<file path="src/rtl/uart_rx_ctrl.sv">
// Frame-level UART receive controller: start detection, oversample/bit counting,
// shift-in, parity/stop checking. Optional input synchroniser via UART_RX_IN_SYNC_EN.
module uart_rx_ctrl #(
  parameter int DATA_WIDTH = 8
) (
  input  logic                  CLK,
  input  logic                  RST,
  input  logic                  RX_IN,
  input  logic                  PAR_EN,
  input  logic                  PAR_TYP,
  input  logic [4:0]            prescale,
  input  logic                  sampled_bit,
  output logic                  dat_samp_en,
  output logic [4:0]            edge_count,
  output logic [4:0]            presc_q,
  output logic [DATA_WIDTH-1:0] P_DATA,
  output logic                  data_valid,
  output logic                  par_err,
  output logic                  stp_err,
  output logic                  strt_glitch,
  output logic                  busy
`ifdef UART_RX_IN_SYNC_EN
  ,
  output logic                  rx_sync
`endif
);

  localparam int CW = (DATA_WIDTH > 1) ? $clog2(DATA_WIDTH) : 1;
  localparam logic [CW-1:0] LAST_BIT = CW'(DATA_WIDTH - 1);

  typedef enum logic [2:0] {
    IDLE   = 3'd0,
    START  = 3'd1,
    DATA   = 3'd2,
    PARITY = 3'd3,
    STOP   = 3'd4
  } state_t;

  state_t                state_q, state_d;
  logic                  rx_line;
  logic [CW-1:0]         bit_cnt;
  logic [DATA_WIDTH-1:0] shift_reg;
  logic                  par_en_q, par_typ_q, frame_bad;
  logic                  bit_end, par_exp;
  logic                  start_frame, go_data, shift_en, set_bad, load_pd;
  logic                  valid_d, par_err_d, stp_err_d, glitch_d;

`ifdef UART_RX_IN_SYNC_EN
  logic sync1, sync2;

  // Idle-high line: both stages reset to 1 so reset release never looks like a start bit.
  always_ff @(posedge CLK or posedge RST) begin
    if (RST) begin
      sync1 <= 1'b1;
      sync2 <= 1'b1;
    end else begin
      sync1 <= RX_IN;
      sync2 <= sync1;
    end
  end

  assign rx_line = sync2;
  assign rx_sync = sync2;
`else
  assign rx_line = RX_IN;
`endif

  assign busy        = (state_q != IDLE);
  assign dat_samp_en = busy;
  assign bit_end     = busy && (edge_count == (presc_q - 5'd1));
  assign par_exp     = (^shift_reg) ^ par_typ_q;

  always_ff @(posedge CLK or posedge RST) begin
    if (RST) state_q <= IDLE;
    else     state_q <= state_d;
  end

  always_comb begin
    state_d     = state_q;
    start_frame = 1'b0;
    go_data     = 1'b0;
    shift_en    = 1'b0;
    set_bad     = 1'b0;
    load_pd     = 1'b0;
    valid_d     = 1'b0;
    par_err_d   = 1'b0;
    stp_err_d   = 1'b0;
    glitch_d    = 1'b0;
    case (state_q)
      IDLE: begin
        if (!rx_line) begin
          state_d     = START;
          start_frame = 1'b1;
        end
      end
      START: begin
        if (bit_end) begin
          if (!sampled_bit) begin
            state_d = DATA;
            go_data = 1'b1;
          end else begin
            state_d  = IDLE;
            glitch_d = 1'b1;
          end
        end
      end
      DATA: begin
        if (bit_end) begin
          shift_en = 1'b1;
          if (bit_cnt == LAST_BIT) state_d = par_en_q ? PARITY : STOP;
        end
      end
      PARITY: begin
        if (bit_end) begin
          state_d = STOP;
          if (sampled_bit != par_exp) begin
            par_err_d = 1'b1;
            set_bad   = 1'b1;
          end
        end
      end
      STOP: begin
        if (bit_end) begin
          state_d = IDLE;
          if (!sampled_bit) begin
            stp_err_d = 1'b1;
          end else if (!frame_bad) begin
            valid_d = 1'b1;
            load_pd = 1'b1;
          end
        end
      end
      default: state_d = IDLE;
    endcase
  end

  always_ff @(posedge CLK or posedge RST) begin
    if (RST) begin
      edge_count  <= '0;
      bit_cnt     <= '0;
      shift_reg   <= '0;
      P_DATA      <= '0;
      presc_q     <= '0;
      par_en_q    <= 1'b0;
      par_typ_q   <= 1'b0;
      frame_bad   <= 1'b0;
      data_valid  <= 1'b0;
      par_err     <= 1'b0;
      stp_err     <= 1'b0;
      strt_glitch <= 1'b0;
    end else begin
      data_valid  <= valid_d;
      par_err     <= par_err_d;
      stp_err     <= stp_err_d;
      strt_glitch <= glitch_d;

      if (!busy || bit_end) edge_count <= '0;
      else                  edge_count <= edge_count + 5'd1;

      // Frame configuration is frozen at the start edge; only 8 and 16 are legal ratios.
      if (start_frame) begin
        par_en_q  <= PAR_EN;
        par_typ_q <= PAR_TYP;
        presc_q   <= (prescale == 5'd16) ? 5'd16 : 5'd8;
        frame_bad <= 1'b0;
      end else if (set_bad) begin
        frame_bad <= 1'b1;
      end

      if (go_data)       bit_cnt <= '0;
      else if (shift_en) bit_cnt <= bit_cnt + 1'b1;

      if (shift_en) shift_reg <= {sampled_bit, shift_reg[DATA_WIDTH-1:1]};
      if (load_pd)  P_DATA    <= shift_reg;
    end
  end

endmodule

</file>
<file path="config.mk">
export PLATFORM = sky130hd
export DESIGN_NAME = uart_rx_ctrl
export DESIGN_NICKNAME = d
export VERILOG_FILES = /design/src/rtl/uart_rx_ctrl.sv
export SDC_FILE = /design/constraint.sdc
export NUM_CORES = 1
export LEC_CHECK = 0
export CAP_MARGIN = 5
export CORE_MARGIN = 1
export CORE_UTILIZATION = 50
export DETAILED_ROUTE_END_ITERATION = 16
export PLACE_DENSITY_LB_ADDON = 0.15
export SETUP_SLACK_MARGIN = 0.1
export SLEW_MARGIN = 5
export SYNTH_ARGS = -nofsm -noshare
export SYNTH_HDL_FRONTEND = slang
export SYNTH_SLANG_ARGS = --single-unit
</file>
<file path="constraint.sdc">
create_clock -name CLK -period 2.8 [get_ports CLK]
set_input_delay 0.84 -clock CLK [delete_from_list [all_inputs] [get_ports CLK]]
set_output_delay 0.84 -clock CLK [all_outputs]
set_load 0.02 [all_outputs]
</file>
Yosys cells after proc, flatten, opt, wreduce, memory -nomap -nowiden. Index checks and enable logic that the tools add are counted.

Flip-flop bits (word level): 39. Bits in latches: 0. RAM bits: 0. Bits in read-only memories: 0. Bits of input ports: 11. Output and inout port bits: 24. Memories kept: 0.

$add $sub $neg: 3. Multiply operators: 0. Divide/modulo/power cells: 0. Order comparisons: 0. Equality and inequality tests: 14. Shift-type cells: 0. Mux-type cells: 33. Bitwise logic cells: 1. Reductions and logical operators: 9.

Operator list (number): $mux 3 (9); $mux 1 (20); $pmux 3 s5 (1); $ne 2x2->1 const B (6); $mux 5 (2); $reduce_xor 8->1 (1); $eq 3x2->1 const B (2); $eq 3x3->1 const B (2); $reduce_and 6->1 (1); $add 5x1->5 const B (1); $eq 5x5->1 (1); $eq 5x5->1 const B (1); $sub 5x1->5 const B (1); $reduce_bool 2->1 (2); $add 3x1->3 const B (1); $eq 3x1->1 const B (1); $logic_not 3->1 (1); $reduce_bool 3->1 (1); $mux 2 (1); $logic_and 1x1->1 (1); $logic_not 1->1 (1); $logic_or 1x1->1 (1); $ne 1x1->1 (1); $xor 1x1->1 (1).

Depth between registers and ports, before layout. Gate-level depths: netlist of the first run.

Depth after elaboration: 8. Gate-level depth with buffers: 7. Mapped depth without buffers: 6.

Worst setup path before layout of the first run. OpenSTA, ideal clock, no wires.

Path kind: register to register. Start: reg edge_count[0]. End: reg shift_reg[0]. Arrival time: 2.111 ns. Required time: 2.675 ns. Slack: 0.564 ns. Stages on the path, launching flop included: 8. Period minus slack after synthesis: 2.236 ns. Path through: dfrtp_1 ha_1 nand4b_1 mux2_4 or3b_1 buf_4 nor2_8 mux2_2.

Longest elaborated chain between the ends: 4.

Ends and longest elaborated chain: from (decl) (RTL line 14) `output logic [4:0] edge_count,`; from (signal assigned) (RTL line 158) `else edge_count <= edge_count + 5'd1;`; $eq 5x5->1 (RTL line 70) `assign bit_end = busy && (edge_count == (presc_q - 5'd1));`; $logic_and 1x1->1 (RTL line 70); $mux 1 (RTL line 108) `if (bit_end) begin`; $mux 1 (RTL line 89) `case (state_q)`; to (signal assigned) (RTL line 173) `if (shift_en) shift_reg <= {sampled_bit, shift_reg[DATA_WIDTH-1:1]};`; to (decl) (RTL line 42) `logic [DATA_WIDTH-1:0] shift_reg;`.

Every way passes these cells. A chain may end at the register's enable or synchronous reset.

Worst setup path after layout of the first run.
Start: reg state_q[2]. End: out busy.

Longest elaborated chain between the ends: 1.

Ends and longest elaborated chain: from (decl) (RTL line 39) `state_t state_q, state_d;`; from (signal assigned) (RTL line 75) `else state_q <= state_d;`; $reduce_bool 3->1 (RTL line 68) `assign busy = (state_q != IDLE);`; to (decl) (RTL line 21) `output logic busy`.

Every way passes these cells.

==> results of run 1 <==
power breakdown:
part           internal [mW]  switching (mW)
clock network          0.119           0.169
logic                  0.240           0.264
registers              0.603          0.0710
total                  0.962           0.504
how the worst min path moves through the flow:
| stage | end | slack [ns] | cells past startpoint |
|---|---|---|---|
| 2_1_floorplan | frame_bad$_DFFE_PP0P_ | 0.45 | 1 |
| 3_3_place_gp | frame_bad$_DFFE_PP0P_ | 0.47 | 1 |
| 3_5_place_dp | frame_bad$_DFFE_PP0P_ | 0.47 | 1 |
| 4_1_cts | edge_count[0]$_DFF_PP0_ | 0.49 | 1 |
| 5_1_grt | frame_bad$_DFFE_PP0P_ | 0.51 | 1 |
| 6_report | edge_count[0]$_DFF_PP0_ | 0.49 | 1 |
kinds of logic (layout without fill, tap and decap cells):
group                      after synthesis  in the layout  share of synthesized area, %
AOI/OAI and AO/OA                       15             15                         5.369
xor gates and xnor gates                13             13                         7.607
and+or+nand+nor                         40             40                         13.80
other                                    1              3                        0.2235
DFF                                     36             36                         53.69
buffers and inverters                   11             45                         3.580
adders and majority gates                3              3                         2.237
muxes                                   20             20                         13.50
cell usage after synthesis (2+ instances only):
library cell,number
dfrtp_1,36
mux2_2,15
nor2_1,10
nand2_1,9
xnor2_1,9
o21ai_0,8
buf_4,5
clkbuf_1,4
nor3_1,4
a21oi_1,3
ha_1,3
nand3_1,3
xor2_1,3
and3_1,2
inv_1,2
mux2_1,2
mux2i_1,2
nand2b_1,2
nand4b_1,2
through the flow:
stage	hold WS (ns)	setup WS, ns
after floorplan	0.4512	0.5643
after global placement	0.4665	0.3485
after detailed placement	0.4706	0.2951
after CTS	0.4949	0.3015
after global routing	0.5132	0.2542
final	0.4924	0.3230
metal layers:
layer	vias up	share of wire, %
met5	-	0
met1	566	41
met2	32	51
met4	0	2.1
li1	550	-
met3	8	5.3
what timing repair did:
item | in CTS | in global routing
endpoints found under the setup margin | 2 | 0
gates resized for setup | 3 | 0
endpoints found under the hold margin | 0 | 0
setup buffers | 0 | 0
layout make-up:
class	instances	share of cell area [%]
sequential	36	43.06
multi-input combinational	94	34.87
timing repair buffer	35	16.15
tap	44	2.632
clock buffer	6	2.452
clock inverter	2	0.4785
inverter	2	0.3589
layout by cell type (no fill, tap or decap), types with 2 or more instances in the layout:
cell / count
nor3_1: 4
ha_1: 3
and3_1: 2
clkbuf_4: 5
mux2i_1: 2
dfrtp_1: 36
a21oi_1: 3
mux2_1: 2
nand2_1: 9
nand3_1: 3
mux2_2: 15
xnor2_1: 9
clkinv_2: 2
nand2b_1: 2
buf_4: 4
inv_1: 2
o21ai_0: 8
clkdlybuf4s50_1: 29
xor2_1: 3
conb_1: 3
nor2_1: 10
dlygate4sd2_1: 2
nand4b_1: 2
==> results_dict.tcl, run 1 <==
set metrics [dict create \
    outcome "complete, no violations" \
    track_usage_pct 19.35 \
    syn_inst 139 \
    reg2reg_from "edge_count[0]$_DFF_PP0_" \
    cts_buffers 5 \
    stdcell_area_mm2 0.002092 \
    syn_area_per_cell_um2 12.07 \
    die_h_um 59.93 \
    cp_max_fo 8 \
    r2r_slack_ns 0.46 \
    cts_tree "done" \
    crit_required_ns 1.96 \
    wirelength_um 2934 \
    rows 20 \
    placed_cell_area_mm2 0.002028 \
    min_from "edge_count[0]$_DFF_PP0_" \
    slew_violations 0 \
    clock_latency_ns 0.34 \
    final_cell_count_no_fill 219 \
    coreArea_mm2 0.003128 \
    leakagePower_nw 0.9863 \
    finalCriticalPeriod_ns 2.477 \
    timing.fmax_mhz 403.7 \
    use_met3_pct 7.359 \
    ctsHoldBuffers 0 \
    clkSlewWorstSetupHoldPaths_ns 0.11 \
    vdd_drop_max_mv 0.3528 \
    h-tree-depth 2 \
    worstPathCellList "or3_4 -> dlygate4sd2_1" \
    endpoint_kind "output pin" \
    regArea_um2 900.9 \
    async_flop_share_pct 100.0 \
    dp.cells 211 \
    yosys_warnings 0 \
    multi_input_area_um2 729.5 \
    antenna_found_initial 0 \
    dieArea_mm2 0.003592 \
    netlist_area_mm2 0.001678 \
    synthTopCellsByArea "dfrtp_1 54%, mux2_2 10%, xnor2_1 4.7%" \
    grt_pass1_vias 1097 \
    top_usage_layer "met2" \
    hold_viol 0 \
    die_w_um 59.93 \
    clk_path_buf_depth 2 \
    finalCritPeriodShare_pct 88.46 \
    synth_ff_type "dfrtp_1" \
    route.detailed.wl_per_inst_um 13.40 \
    port_buffers 31 \
    num_io_pins 35 \
    finalSetupViolations 0 \
    met1_usage_pct 21.59 \
    vias 1156 \
    grt_max_degree 37 \
    cp-start-kind "flop" \
    cp.depth 2 \
    dp_hpwl_um 2105 \
    gp_congestion 0.7432 \
    crit_end "busy" \
    ant_nets 0 \
    power.density_mw_per_mm2 700.8 \
    yosysTopAreaCell "dfrtp_1" \
    cts-root-buf "clkbuf_4" \
    initialDrtViolationCount 78 \
    clock_skew_ns 0.006437 \
    use_met2_pct 33.02 \
    firstDrtPassIters 4 \
    cp.arrival_ns 1.64 \
    max_stage_delay_ns 0.48 \
    synth_edf_count 0 \
    drive_above_1_share_pct 18.29 \
    grt_pass1_wl_um 4878 \
    synth_top_area_share_pct 53.69 \
    area_growth_pct 24.68 \
    finalSetupTns_ns 0 \
    fin_util_pct 66.88 \
    path_buf_inv 1 \
    criticalPathCategory "flop to output pin" \
    grt_overflow 0 \
    min_path_type "flop to flop" \
    route.detailed.drc 0 \
    r2r_cells 6 \
    cts.sinks 36 \
    crit_family "flip-flops" \
    viasPerCell 5.279 \
    yosysUniqueCellTypes 34 \
    power.total_mw 1.466 \
    drv_cap 0 \
    start_util_pct 53.64 \
    ys_seq_area_share_pct 53.69 \
    layout.nets 188 \
    final.fill_count 252 \
    crit_slowest_cell "dfrtp_1" \
    n_antenna_cell 0 \
    rsz0062_at_grt "no" \
    cp-startpoint "state_q[2]$_DFFE_PP0P_" \
    r2r-end "shift_reg[3]$_DFFE_PP0P_" \
    ys_seq_elements 36 \
]
No activity file was read; power rests on OpenSTA's default activity.
==> run 2: changes to the inputs <==
--- a/config.mk
+++ b/config.mk
@@ -5,12 +5,13 @@
 export SDC_FILE = /design/constraint.sdc
 export NUM_CORES = 1
 export LEC_CHECK = 0
+export ABC_CLOCK_PERIOD_IN_PS = 2800
 export CAP_MARGIN = 5
 export CORE_MARGIN = 1
 export CORE_UTILIZATION = 50
 export DETAILED_ROUTE_END_ITERATION = 16
 export PLACE_DENSITY_LB_ADDON = 0.15
-export SETUP_SLACK_MARGIN = 0.1
+export SETUP_SLACK_MARGIN = 0.02
 export SLEW_MARGIN = 5
 export SYNTH_ARGS = -nofsm -noshare
 export SYNTH_HDL_FRONTEND = slang
==> results_dict.tcl, run 2 (same netlist as run 1, synthesis figures left out) <==
set metrics [dict create \
    route.detailed.wl_per_inst_um 13.42 \
    clock_latency_ns 0.34 \
    grt_max_degree 37 \
    coreArea_mm2 0.003128 \
    clkSlewWorstSetupHoldPaths_ns 0.11 \
    area_growth_pct 24.83 \
    leakagePower_nw 0.9877 \
    grt_overflow 0 \
    firstDrtPassIters 4 \
    cts_buffers 5 \
    crit_slowest_cell "clkdlybuf4s50_1" \
    clock_skew_ns 0.006497 \
    cts_tree "done" \
    timing.fmax_mhz 371.0 \
    ant_nets 0 \
    die_h_um 59.93 \
    route.detailed.drc 0 \
    cp.arrival_ns 1.86 \
    finalCritPeriodShare_pct 96.25 \
    viasPerCell 5.251 \
    finalSetupViolations 0 \
    worstPathCellList "or3_4 -> clkdlybuf4s50_1" \
    min_path_type "flop to flop" \
    final_common_cell "dfrtp_1" \
    drv_cap 0 \
    layout.nets 188 \
    crit_required_ns 1.96 \
    cp_max_fo 8 \
    initialDrtViolationCount 72 \
    slew_violations 0 \
    cts-root-buf "clkbuf_4" \
    h-tree-depth 2 \
    die_w_um 59.93 \
    reg2reg_from "edge_count[0]$_DFF_PP0_" \
    r2r_slack_ns 0.46 \
    endpoint_kind "output pin" \
    n_antenna_cell 0 \
    start_util_pct 53.64 \
    dp_hpwl_um 2105 \
    finalCriticalPeriod_ns 2.695 \
    track_usage_pct 19.35 \
    hold_viol 0 \
    cp-startpoint "state_q[2]$_DFFE_PP0P_" \
    vdd_drop_max_mv 0.3531 \
    cts.sinks 36 \
    grt_pass1_wl_um 4878 \
    antenna_found_initial 0 \
    num_io_pins 35 \
    dieArea_mm2 0.003592 \
    wirelength_um 2939 \
    power.density_mw_per_mm2 705.2 \
    drive_above_1_share_pct 18.29 \
    mostFrequentLayoutCells "36 x dfrtp_1, 31 x clkdlybuf4s50_1, 15 x mux2_2, 10 x nor2_1" \
    port_buffers 31 \
    post-cts-setup-buffers 0 \
    criticalPathCategory "flop to output pin" \
    outcome "complete, no violations" \
    clk_path_buf_depth 2 \
    rsz0062_at_grt "no" \
    final.fill_count 253 \
    rows 20 \
    hold_slack_ns 0.4919 \
    gp_congestion 0.7432 \
    vias 1150 \
    cp-start-kind "flop" \
    finalSetupTns_ns 0 \
    max_stage_delay_ns 0.56 \
    min_from "edge_count[0]$_DFF_PP0_" \
    grt_pass1_vias 1097 \
]
-- run 2: cell count changes in the layout (fill, tap and decap cells not counted) --
cell	before	now
dlygate4sd2_1	2	0
clkdlybuf4s50_1	29	31
-- run 2: routing by layer --
metal	GRT usage [%]	vias up	part of all wire, %
li1	-	550	-
met1	21.59	558	41
met2	33.02	34	51
met3	7.359	8	5.5
met4	7.973	0	2.1
met5	0	-	0
-- run 2: per-stage QoR --
stage / instance area, um^2 / util, % / setup slack (ns) / instances / power [mW]
after CTS: 2095 / 66.96 / 0.08378 / 219 / 1.496
after global routing: 2095 / 66.96 / 0.03276 / 219 / 1.575
after detailed placement: 2028 / 64.84 / 0.2951 / 211 / 1.194
after floorplan: 1685 / - / 0.5643 / 141 / 1.024
final: 2095 / 66.96 / 0.1049 / 219 / 1.477
after global placement: 2028 / 64.84 / 0.3485 / 211 / 1.175
-- run 2: worst max-delay path: cells and delay by family (launching register included) --
kind / cells / cell delay [ns]
buf+inv: 1 / 0.56
simple gates: 1 / 0.48
flops: 1 / 0.48
-- run 2: worst paths after layout --
kind | endpoint | depth (start not counted)
min reg2reg | edge_count[0]$_DFF_PP0_ | 1
min in group asynchronous | edge_count[4]$_DFF_PP0_ | 3
max reg2reg | shift_reg[3]$_DFFE_PP0P_ | 6
max in group asynchronous | par_typ_q$_DFFE_PP0P_ | 3
max | busy | 2
min | edge_count[0]$_DFF_PP0_ | 1
-- run 2: repair_timing --
item	in CTS	in global routing
hold buffers	0	0
resized for setup	1	0
hold endpoints to repair	0	0
endpoints found under the setup margin	2	0
-- run 2: cell type report --
class | count | area (um^2) | share of cell area [%]
multi-input cells | 94 | 729.5 | 34.83
clock buffers | 6 | 51.30 | 2.449
flip-flops and latches | 36 | 900.9 | 43.01
inverters | 2 | 7.507 | 0.3584
well taps | 44 | 55.05 | 2.628
repair buffers | 35 | 340.3 | 16.25
clock inverters | 2 | 10.01 | 0.4779
-- run 2: power breakdown --
group	total [mW]	internal [mW]	switching (mW)	leakage, nW
sequential	0.674	0.603	0.0711	0.483
combinational	0.515	0.249	0.266	0.466
clock	0.288	0.119	0.168	0.0380
